`config.mk`:
```
export PLATFORM = sky130hd
export DESIGN_NAME = fifo_cmd_seq_flat
export DESIGN_NICKNAME = d
export VERILOG_FILES = /design/src/rtl/fifo_cmd_seq_pkg.sv /design/src/rtl/fifo_cmd_seq_if.sv /design/src/rtl/fifo_cmd_seq.sv /design/src/flat_wrapper.sv
export SDC_FILE = /design/constraint.sdc
export NUM_CORES = 1
export LEC_CHECK = 0
export CORE_AREA = 2 2 144 146
export CTS_BUF_LIST = sky130_fd_sc_hd__clkbuf_8
export DETAILED_ROUTE_END_ITERATION = 8
export DIE_AREA = 0 0 146 148
export PLACE_DENSITY_LB_ADDON = 0.1
export SLEW_MARGIN = 0
export SYNTH_ARGS = -nofsm -noshare
export SYNTH_HDL_FRONTEND = slang
export SYNTH_SLANG_ARGS = --single-unit
```
`constraint.sdc`:
```
create_clock -name clk -period 3.9 [get_ports clk]
set_input_delay 1.17 -clock clk [delete_from_list [all_inputs] [get_ports clk]]
set_output_delay 1.17 -clock clk [all_outputs]
set_load 0.02 [all_outputs]
```
`src/rtl/fifo_cmd_seq_pkg.sv`:
```
// Shared definitions for the FIFO command sequencer, its instruction wrapper and the bench.
// Contents: sequencer state enum, instruction-word layout, op encodings, and an
// instruction-word builder.
package fifo_cmd_seq_pkg;

  typedef enum logic [2:0] {
    StIdle,
    StWrite,
    StRead,
    StDrain,
    StDone
  } state_e;

  localparam int unsigned INST_W = 34;
  localparam int unsigned WE_BIT = 33;
  localparam int unsigned RE_BIT = 32;
  localparam int unsigned DATA_W = 32;

  localparam logic OP_WR = 1'b0;
  localparam logic OP_RD = 1'b1;

  // Instruction word layout: {WE, RE, DI}.
  function automatic logic [INST_W-1:0] mk_inst(input logic we, input logic re,
                                                 input logic [DATA_W-1:0] di);
    return {we, re, di};
  endfunction

endpackage

```
`src/rtl/fifo_cmd_seq_if.sv`:
```
// Burst request/response channel between a requester and fifo_cmd_seq.
// Signals:
//   req_valid  requester -> sequencer  burst request present
//   req_ready  sequencer -> requester  request can be accepted
//   req_op     requester -> sequencer  0 = write burst, 1 = read burst
//   req_len    requester -> sequencer  burst length in words
//   req_seed   requester -> sequencer  first data word of a write burst
//   done       sequencer -> requester  one-cycle pulse at burst end
//   err        sequencer -> requester  qualifies done: rejected request or drain timeout
interface fifo_cmd_seq_if
  import fifo_cmd_seq_pkg::*;
#(
  parameter int unsigned LEN_W = 8
) ();

  logic              req_valid;
  logic              req_ready;
  logic              req_op;
  logic [LEN_W-1:0]  req_len;
  logic [DATA_W-1:0] req_seed;
  logic              done;
  logic              err;

  modport master (
    output req_valid, req_op, req_len, req_seed,
    input  req_ready, done, err
  );

  modport slave (
    input  req_valid, req_op, req_len, req_seed,
    output req_ready, done, err
  );

endinterface

```
`src/rtl/fifo_cmd_seq.sv`:
```
// Command sequencer driving the FIFO instruction bus {WE, RE, DI}.
// Accepts write/read burst requests, checks them against a shadow occupancy count, issues
// one command per cycle, and for reads waits (bounded) for the returned read_valid strobes.
// Ports:
//   clk         clock, rising edge
//   rst         synchronous active-high reset
//   req         burst request/response channel (slave side)
//   inst        registered instruction word, zero outside WRITE/READ
//   read_valid  FIFO read-data strobe, counted outside IDLE
//   occupancy   shadow count of words held in the FIFO
module fifo_cmd_seq
  import fifo_cmd_seq_pkg::*;
#(
  parameter int unsigned DEPTH   = 16,
  parameter int unsigned LEN_W   = 8,
  parameter int unsigned TIMEOUT = 15,
  localparam int unsigned OCC_W  = $clog2(DEPTH) + 1
) (
  input  logic              clk,
  input  logic              rst,
  fifo_cmd_seq_if.slave     req,
  output logic [INST_W-1:0] inst,
  input  logic              read_valid,
  output logic [OCC_W-1:0]  occupancy
);

  localparam int unsigned TMR_W = $clog2(TIMEOUT + 1);

  state_e            state_q;
  logic [LEN_W-1:0]  len_q;
  logic [LEN_W-1:0]  idx_q;
  logic [LEN_W-1:0]  ret_q;
  logic [DATA_W-1:0] seed_q;
  logic [TMR_W-1:0]  timer_q;

  logic [LEN_W-1:0]  ret_inc;
  logic [OCC_W-1:0]  free_words;
  logic              reject;
  logic              last_cmd;
  logic [DATA_W-1:0] next_di;

  assign req.req_ready = (state_q == StIdle);

  assign ret_inc    = ret_q + LEN_W'(read_valid);
  assign free_words = OCC_W'(DEPTH) - occupancy;
  assign reject     = (req.req_op == OP_WR) ? (32'(req.req_len) > 32'(free_words))
                                            : (32'(req.req_len) > 32'(occupancy));
  assign last_cmd   = (idx_q == len_q - LEN_W'(1));
  // Data word for the command following the current one; wraps at 32 bits.
  assign next_di    = seed_q + 32'(idx_q) + 32'd1;

  always_ff @(posedge clk) begin
    if (rst) begin
      state_q   <= StIdle;
      len_q     <= '0;
      idx_q     <= '0;
      ret_q     <= '0;
      seed_q    <= '0;
      timer_q   <= '0;
      inst      <= '0;
      occupancy <= '0;
      req.done  <= 1'b0;
      req.err   <= 1'b0;
    end else begin
      req.done <= 1'b0;
      req.err  <= 1'b0;
      // Strobes are counted in every busy state, including the issue phase, so a strobe
      // arriving alongside an RE command is never lost.
      if (state_q != StIdle) ret_q <= ret_inc;

      unique case (state_q)
        StIdle: begin
          if (req.req_valid) begin
            len_q   <= req.req_len;
            seed_q  <= req.req_seed;
            idx_q   <= '0;
            ret_q   <= '0;
            timer_q <= '0;
            if (reject) begin
              state_q  <= StDone;
              req.done <= 1'b1;
              req.err  <= 1'b1;
            end else if (req.req_len == '0) begin
              state_q  <= StDone;
              req.done <= 1'b1;
            end else if (req.req_op == OP_WR) begin
              state_q <= StWrite;
              inst    <= mk_inst(1'b1, 1'b0, req.req_seed);
            end else begin
              state_q <= StRead;
              inst    <= mk_inst(1'b0, 1'b1, '0);
            end
          end
        end

        StWrite: begin
          occupancy <= occupancy + OCC_W'(1);
          if (last_cmd) begin
            state_q  <= StDone;
            inst     <= '0;
            req.done <= 1'b1;
          end else begin
            idx_q <= idx_q + LEN_W'(1);
            inst  <= mk_inst(1'b1, 1'b0, next_di);
          end
        end

        StRead: begin
          occupancy <= occupancy - OCC_W'(1);
          if (last_cmd) begin
            inst <= '0;
            // All data may already be back (zero-latency loopback): skip DRAIN.
            if (ret_inc >= len_q) begin
              state_q  <= StDone;
              req.done <= 1'b1;
            end else begin
              state_q <= StDrain;
              timer_q <= '0;
            end
          end else begin
            idx_q <= idx_q + LEN_W'(1);
          end
        end

        StDrain: begin
          if (ret_inc >= len_q) begin
            state_q  <= StDone;
            req.done <= 1'b1;
          end else if (timer_q == TMR_W'(TIMEOUT - 1)) begin
            state_q  <= StDone;
            req.done <= 1'b1;
            req.err  <= 1'b1;
          end else begin
            timer_q <= timer_q + TMR_W'(1);
          end
        end

        StDone: begin
          state_q <= StIdle;
        end

        default: begin
          state_q <= StIdle;
          inst    <= '0;
        end
      endcase
    end
  end

endmodule
```
`src/flat_wrapper.sv`:
```
// flat-port wrapper written by rule: the top's interface ports become plain ports
module fifo_cmd_seq_flat import fifo_cmd_seq_pkg::*;
#(
  parameter int unsigned DEPTH   = 16,
  parameter int unsigned LEN_W   = 8,
  parameter int unsigned TIMEOUT = 15,
  localparam int unsigned OCC_W  = $clog2(DEPTH) + 1
)
  (clk, rst, inst, read_valid, occupancy, req_req_valid, req_req_op, req_req_len, req_req_seed, req_req_ready, req_done, req_err);
  fifo_cmd_seq_if #(.LEN_W(LEN_W)) req_i ();
  input  logic clk;
  input  logic rst;
  output logic [INST_W-1:0] inst;
  input  logic read_valid;
  output logic [OCC_W-1:0] occupancy;
  input wire logic [$bits(req_i.req_valid)-1:0] req_req_valid;
  input wire logic [$bits(req_i.req_op)-1:0] req_req_op;
  input wire logic [$bits(req_i.req_len)-1:0] req_req_len;
  input wire logic [$bits(req_i.req_seed)-1:0] req_req_seed;
  output wire logic [$bits(req_i.req_ready)-1:0] req_req_ready;
  output wire logic [$bits(req_i.done)-1:0] req_done;
  output wire logic [$bits(req_i.err)-1:0] req_err;
  assign req_i.req_valid = req_req_valid;
  assign req_i.req_op = req_req_op;
  assign req_i.req_len = req_req_len;
  assign req_i.req_seed = req_req_seed;
  assign req_req_ready = req_i.req_ready;
  assign req_done = req_i.done;
  assign req_err = req_i.err;
  fifo_cmd_seq #(.DEPTH(DEPTH), .LEN_W(LEN_W), .TIMEOUT(TIMEOUT)) u_core (.clk(clk), .rst(rst), .req(req_i), .inst(inst), .read_valid(read_valid), .occupancy(occupancy));
endmodule
```
### Word level (Yosys, flattened, before mapping)

Cells that the tools add are included.

* add/sub/neg operators: 9
* muxes and demuxes: 44
* equal/unequal tests: 16
* bitwise operators: 1
* reduce and logical (&&, ||, !) cells: 13
* magnitude comparators: 3

Operators by type and width (number)
* $mux W34: 6
* $pmux W34 S4: 1
* $mux W8: 5
* $add A32 B1 Y32 const B: 1
* $add A32 B8 Y32: 1
* $mux W3: 8
* $mux W4: 5
* $gt A8 B5 Y1: 2
* $pmux W8 S2: 1
* $ne A2 B2 Y1 const B: 7
* $mux W1: 12
* $pmux W3 S4: 1
* $pmux W4 S3: 1
* $pmux W5 S2: 1
* $add A8 B1 Y8: 1
* $add A8 B1 Y8 const B: 1
* $eq A8 B8 Y1: 1
* $ge A8 B8 Y1: 1
* $logic_not A8 Y1: 1
* $sub A8 B1 Y8 const B: 1
* $eq A3 B2 Y1 const B: 2
* $reduce_and A6 Y1: 1
* $reduce_bool A3 Y1: 2
* $add A5 B1 Y5 const B: 1
* other kinds (19): 22

* output and inout port bits: 42
* logic and storage cells: 96
* register bits: 104
* bits of input ports: 45

### Longest topological paths before layout

* word-level depth: 6
* gate-level depth with buffers: 14
* mapped depth without buffers: 12

### Worst setup path after synthesis

OpenSTA, ideal clock, no wires.

* path type: input-to-reg
* from: input read_valid
* to: register u_core.req.done
* buffers on the path: 0
* setup time: 0.115 ns
* stages: 11
* required time: 3.785 ns
* arrival time: 3.658 ns
* setup slack: 0.127 ns
* cells stage by stage: ha_1 and3_1 and3_1 nand3_1 xnor2_1 ha_1 or3_1 o22ai_1 nand2_1 mux4_2 and2_1

* longest elaborated chain between the ends: 5
* elaborated cells on any way between the ends: 6
* classes of those cells: add/sub: 1; order compare: 1; mux: 4

Ends and longest elaborated chain
* from (decl): line flat_wrapper.sv:14 `input logic read_valid;`
* $add A8 B1 Y8 (*): line fifo_cmd_seq.sv:44 `assign ret_inc = ret_q + LEN_W'(read_valid);`
* $ge A8 B8 Y1 (*): line fifo_cmd_seq.sv:113, fifo_cmd_seq.sv:126
* $mux W1: line fifo_cmd_seq.sv:113 `if (ret_inc >= len_q) begin`
* $mux W1: line fifo_cmd_seq.sv:110 `if (last_cmd) begin`
* $pmux W1 S4 (*): line fifo_cmd_seq.sv:71 `unique case (state_q)`
* to (signal assigned): line fifo_cmd_seq.sv:115 `req.done <= 1'b1;`
* to (signal assigned): line fifo_cmd_seq.sv:128 `req.done <= 1'b1;`
* to (signal assigned): line fifo_cmd_seq.sv:131 `req.done <= 1'b1;`
* to (decl): line fifo_cmd_seq_if.sv:31 `output req_ready, done, err`

Mark *: on every way between the ends. The rest lies on a longest branch, timed or not.
A chain may end at the register's enable or synchronous reset.

### Final worst setup path

Ends and elaborated chain as after synthesis.

==> summary.md <==
| Metric | Value |
|---|---|
| Status | finished clean |
| Bufs on Longest Clock Path | 2 |
| Detailed placer's ending HPWL | 12700 microns |
| Critical path peak fanout | 5 |
| CTS tree | built |
| Vias | 5585 |
| Post-synth EDFFs | 0 |
| Area after DPL | 7210 sq um |
| Synth area leaders | dfxtp_1 (35%), ha_1 (7.4%), nand2_1 (6.9%) |
| Ant diodes | 0 |
| Yosys top cell area share | 0.352 |
| Met2 Use GR | 0.281 |
| Vias in the first global route | 5627 |
| Starting Density | 0.295 |
| Port-buffer cells | 86 |
| GR Overflow Total | 0 |
| Post-route ant nets | 0 |
| Async set-or-reset flop fraction in the synthesized netlist | 0 |
| Mux share of post-synthesis cell area | 0.00572 |
| Die height | 148 microns |
| Synth Instances | 725 |
| Worst hold slack | 0.461 ns |
| Max Cap Viol | 0 |
| Leak Pwr | 0.00280 uW |
| Post-layout util | 0.373 |
| Drt pass-1 iters | 5 |
| Worst Hold Class | reg -> reg |
| Syn Std Cell Area | 5910 sq um |
| Ys Warns | 0 |
| Type of destination of the critical path | flop |
| Adder and majority cell fraction of the synthesized area | 0.0809 |
| First-pass GRT wire length | 28600 microns |
| Htree depth | 3 |
| Worst Tran Pin Value | 0.863 ns |
| Min setup slack post-route | 0.0699 ns |
| GPL Wtd Cong | 0.843 |
| Largest net degree at the start of global routing | 42 |
| Setup TNS | 0 ns |
| VDD IR max | 0.175 mV |
| Compound-Gate Fraction of Synth Area | 0.218 |
| Initial antenna violation count | 0 |
| Layout overhead on the synthesized area | 26.4% |
| Placement row count | 52 |
| Reg-to-Reg Start | u_core.occupancy[0] |
| P per Cell Area | 392 nW/um^2 |
| Final setup violation count | 0 |
| Synth area leader | dfxtp_1 |
| Die Wd | 146 microns |
| Register-to-register setup slack | 0.73 ns |
| Root buf cell | clkbuf_8 |
| Layout cell share with drive strength beyond 1 | 0.0852 |
| Routed WL per cell | 16.0 microns |
| Initial DRC count | 370 |
| Arr. time, crit path | 4.11 ns |
| Hold_sp | u_core.seed_q[0] |
| Met3 Use GR | 0.0349 |
| Die area | 21600 sq um |
| Num CTS Buffers | 9 |
| Hold EP | u_core.seed_q[0] |
| Syn nets | 807 |
| Grt peak-use layer | met2 |
| Hold Fails Final Rpt | 0 |
| Critical path data required time | 4.18 ns |
| Xor/xnor cell area share of the yosys netlist | 0.0727 |
| Hold depth | 2 |
| Met1 Usage GRT | 0.205 |
| Drt drc | 0 |
| Core Footprint | 20000 sq um |
| Unique masters post-synth | 59 |
| Largest family of logic cells by synthesized area | simple AND/OR/NAND/NOR gates |
| Setup bufs post-CTS | 0 |
| Clk_lat worst skew | 0.39 ns |
| Fin nets | 899 |
| Place WS | -0.394 ns |
| Setup CP Type | in -> reg |
| Synth Area in Simple Gates | 0.223 |
| Vias per cell | 5.11 |
| Clock sinks | 104 |
| Final Cycle Share | 0.982 |
| Top FF cell, synth | dfxtp_1 |
| CP Launch Type | input pin |
| Post-synthesis sequential area ratio | 0.352 |
| Worst Clk Skew | 0.0158 ns |
| Max Slew Vio Count | 0 |
| Final Cell Area | 7470 sq um |
| GRT Overall Usage | 0.163 |
| Final worst path period need | 3.83 ns |
| Routed WL | 17500 microns |
| Filler Cell Count | 2117 |
| Highest Clock Rate | 0.261 GHz |
| Worst Reg-to-Reg Cells | 14 |
| Synth Register Bits | 104 |
| Worst R2R End | u_core.inst[15] |
| Syn Area/Cell | 8.15 sq um |
| Rel. slew slack | 0.425 |
| Clock transition at path regs | 0.11 ns |
| Ports | 87 |
## layout by cell type, fill, tap and decap left out, types with 11 or more instances in the layout
| cell | instances |
|---|---|
| xnor2_1 | 23 |
| a21oi_1 | 74 |
| clkdlybuf4s50_1 | 85 |
| nand3_1 | 33 |
| inv_1 | 29 |
| and3_1 | 11 |
| ha_1 | 33 |
| buf_4 | 28 |
| a221o_1 | 29 |
| o21ai_0 | 23 |
| nor2_1 | 55 |
| nand2_1 | 109 |
| dfxtp_1 | 104 |
| xor2_1 | 25 |
## timing repair
| item | in CTS | in global routing |
|---|---|---|
| hold buffers | 0 | 0 |
| endpoints found under the hold margin | 0 | 0 |
| endpoints found under the setup margin | 0 | 5 |
| resized for setup | 0 | 12 |
## kinds of logic (layout without fill, tap and decap cells)
logic type | after synthesis | in the layout
AO/OA/AOI/OAI | 189 | 189
XOR/XNOR | 49 | 49
adder cells (fa/ha/maj) | 37 | 37
buffers and inverters | 66 | 163
flip-flops | 104 | 104
multiplexers | 2 | 2
AND/OR/NAND/NOR | 278 | 278
## cell usage after synthesis (all sizes together) (2+ instances only)
cell	count
o2111ai	10
a221oi	2
a22oi	2
and4	5
o21a	2
nand3	34
a31oi	9
nand2b	8
nor2	57
a2111oi	2
or4	3
nor3	11
inv	29
nand4	8
o31ai	4
a21oi	75
a31o	2
buf	9
nand3b	2
o211ai	4
a221o	29
clkbuf	27
ha	35
a21o	4
o22a	2
o21ai	24
a41o	2
fa	2
xnor2	24
a211oi	7
xor2	25
and2	6
nor2b	7
or3	11
dfxtp	104
a311oi	2
and3	13
nand2	109
## per-stage QoR
step,instances,total power [uW]
floorplan,725,1840
global placement,1076,2190
detailed placement,1076,2210
CTS,1092,2960
global route,1092,3140
finish,1092,2930
## layer usage
layer  vias up  routed length, microns
met5         -                       0
met4         0                     325
met3        19                     922
met2       146                    8380
met1      2629                    7820
li1       2791                       -
## sequential cells by signal, summed over array words and instances, names as in the netlist
register,cells
u_core.timer_q,4
u_core.seed_q,32
u_core.idx_q,8
u_core.len_q,8
u_core.state_q,3
u_core.inst,34
u_core.occupancy,5
u_core.req.done,1
u_core.ret_q,8
u_core.req.err,1
## power by group
group	internal, uW	leakage [uW]	switching [uW]	total, uW
Sequential	1150	0.000846	100	1250
Clock	324	0.000109	412	736
Combinational	421	0.00185	520	941
## worst max-delay path, stage by stage
cell	delay, ns
clkdlybuf4s50_1	0.46
ha_2	0.19
and3_4	0.18
and3_4	0.21
nand3_1	0.12
xnor2_2	0.17
ha_1	0.20
or3_4	0.41
o22ai_4	0.19
buf_6	0.14
nor2_1	0.04
mux4_2	0.47
and2_1	0.17
## cell type report
| class | count | area [sq um] | share of cell area |
|---|---|---|---|
| Clock buffer | 10 | 138 | 0.0184 |
| Clock inverter | 6 | 72.6 | 0.00972 |
| Inverter | 30 | 113 | 0.0151 |
| Multi-Input combinational cell | 555 | 3610 | 0.483 |
| Sequential cell | 104 | 2080 | 0.279 |
| Tap cell | 270 | 338 | 0.0452 |
| Timing Repair Buffer | 117 | 1120 | 0.150 |
## worst max-delay path by stage
stage | startpoint | end | slack (ns) | depth (start not counted)
2_1_floorplan | read_valid | u_core.req.done | 0.13 | 11
3_3_place_gp | read_valid | u_core.req.done | -0.34 | 13
3_5_place_dp | read_valid | u_core.state_q[2] | -0.39 | 13
4_1_cts | read_valid | u_core.req.done | 0.006 | 13
5_1_grt | read_valid | u_core.state_q[2] | -0.01 | 14
6_report | read_valid | u_core.req.done | 0.07 | 13
(Power assumes the default switching activity.)
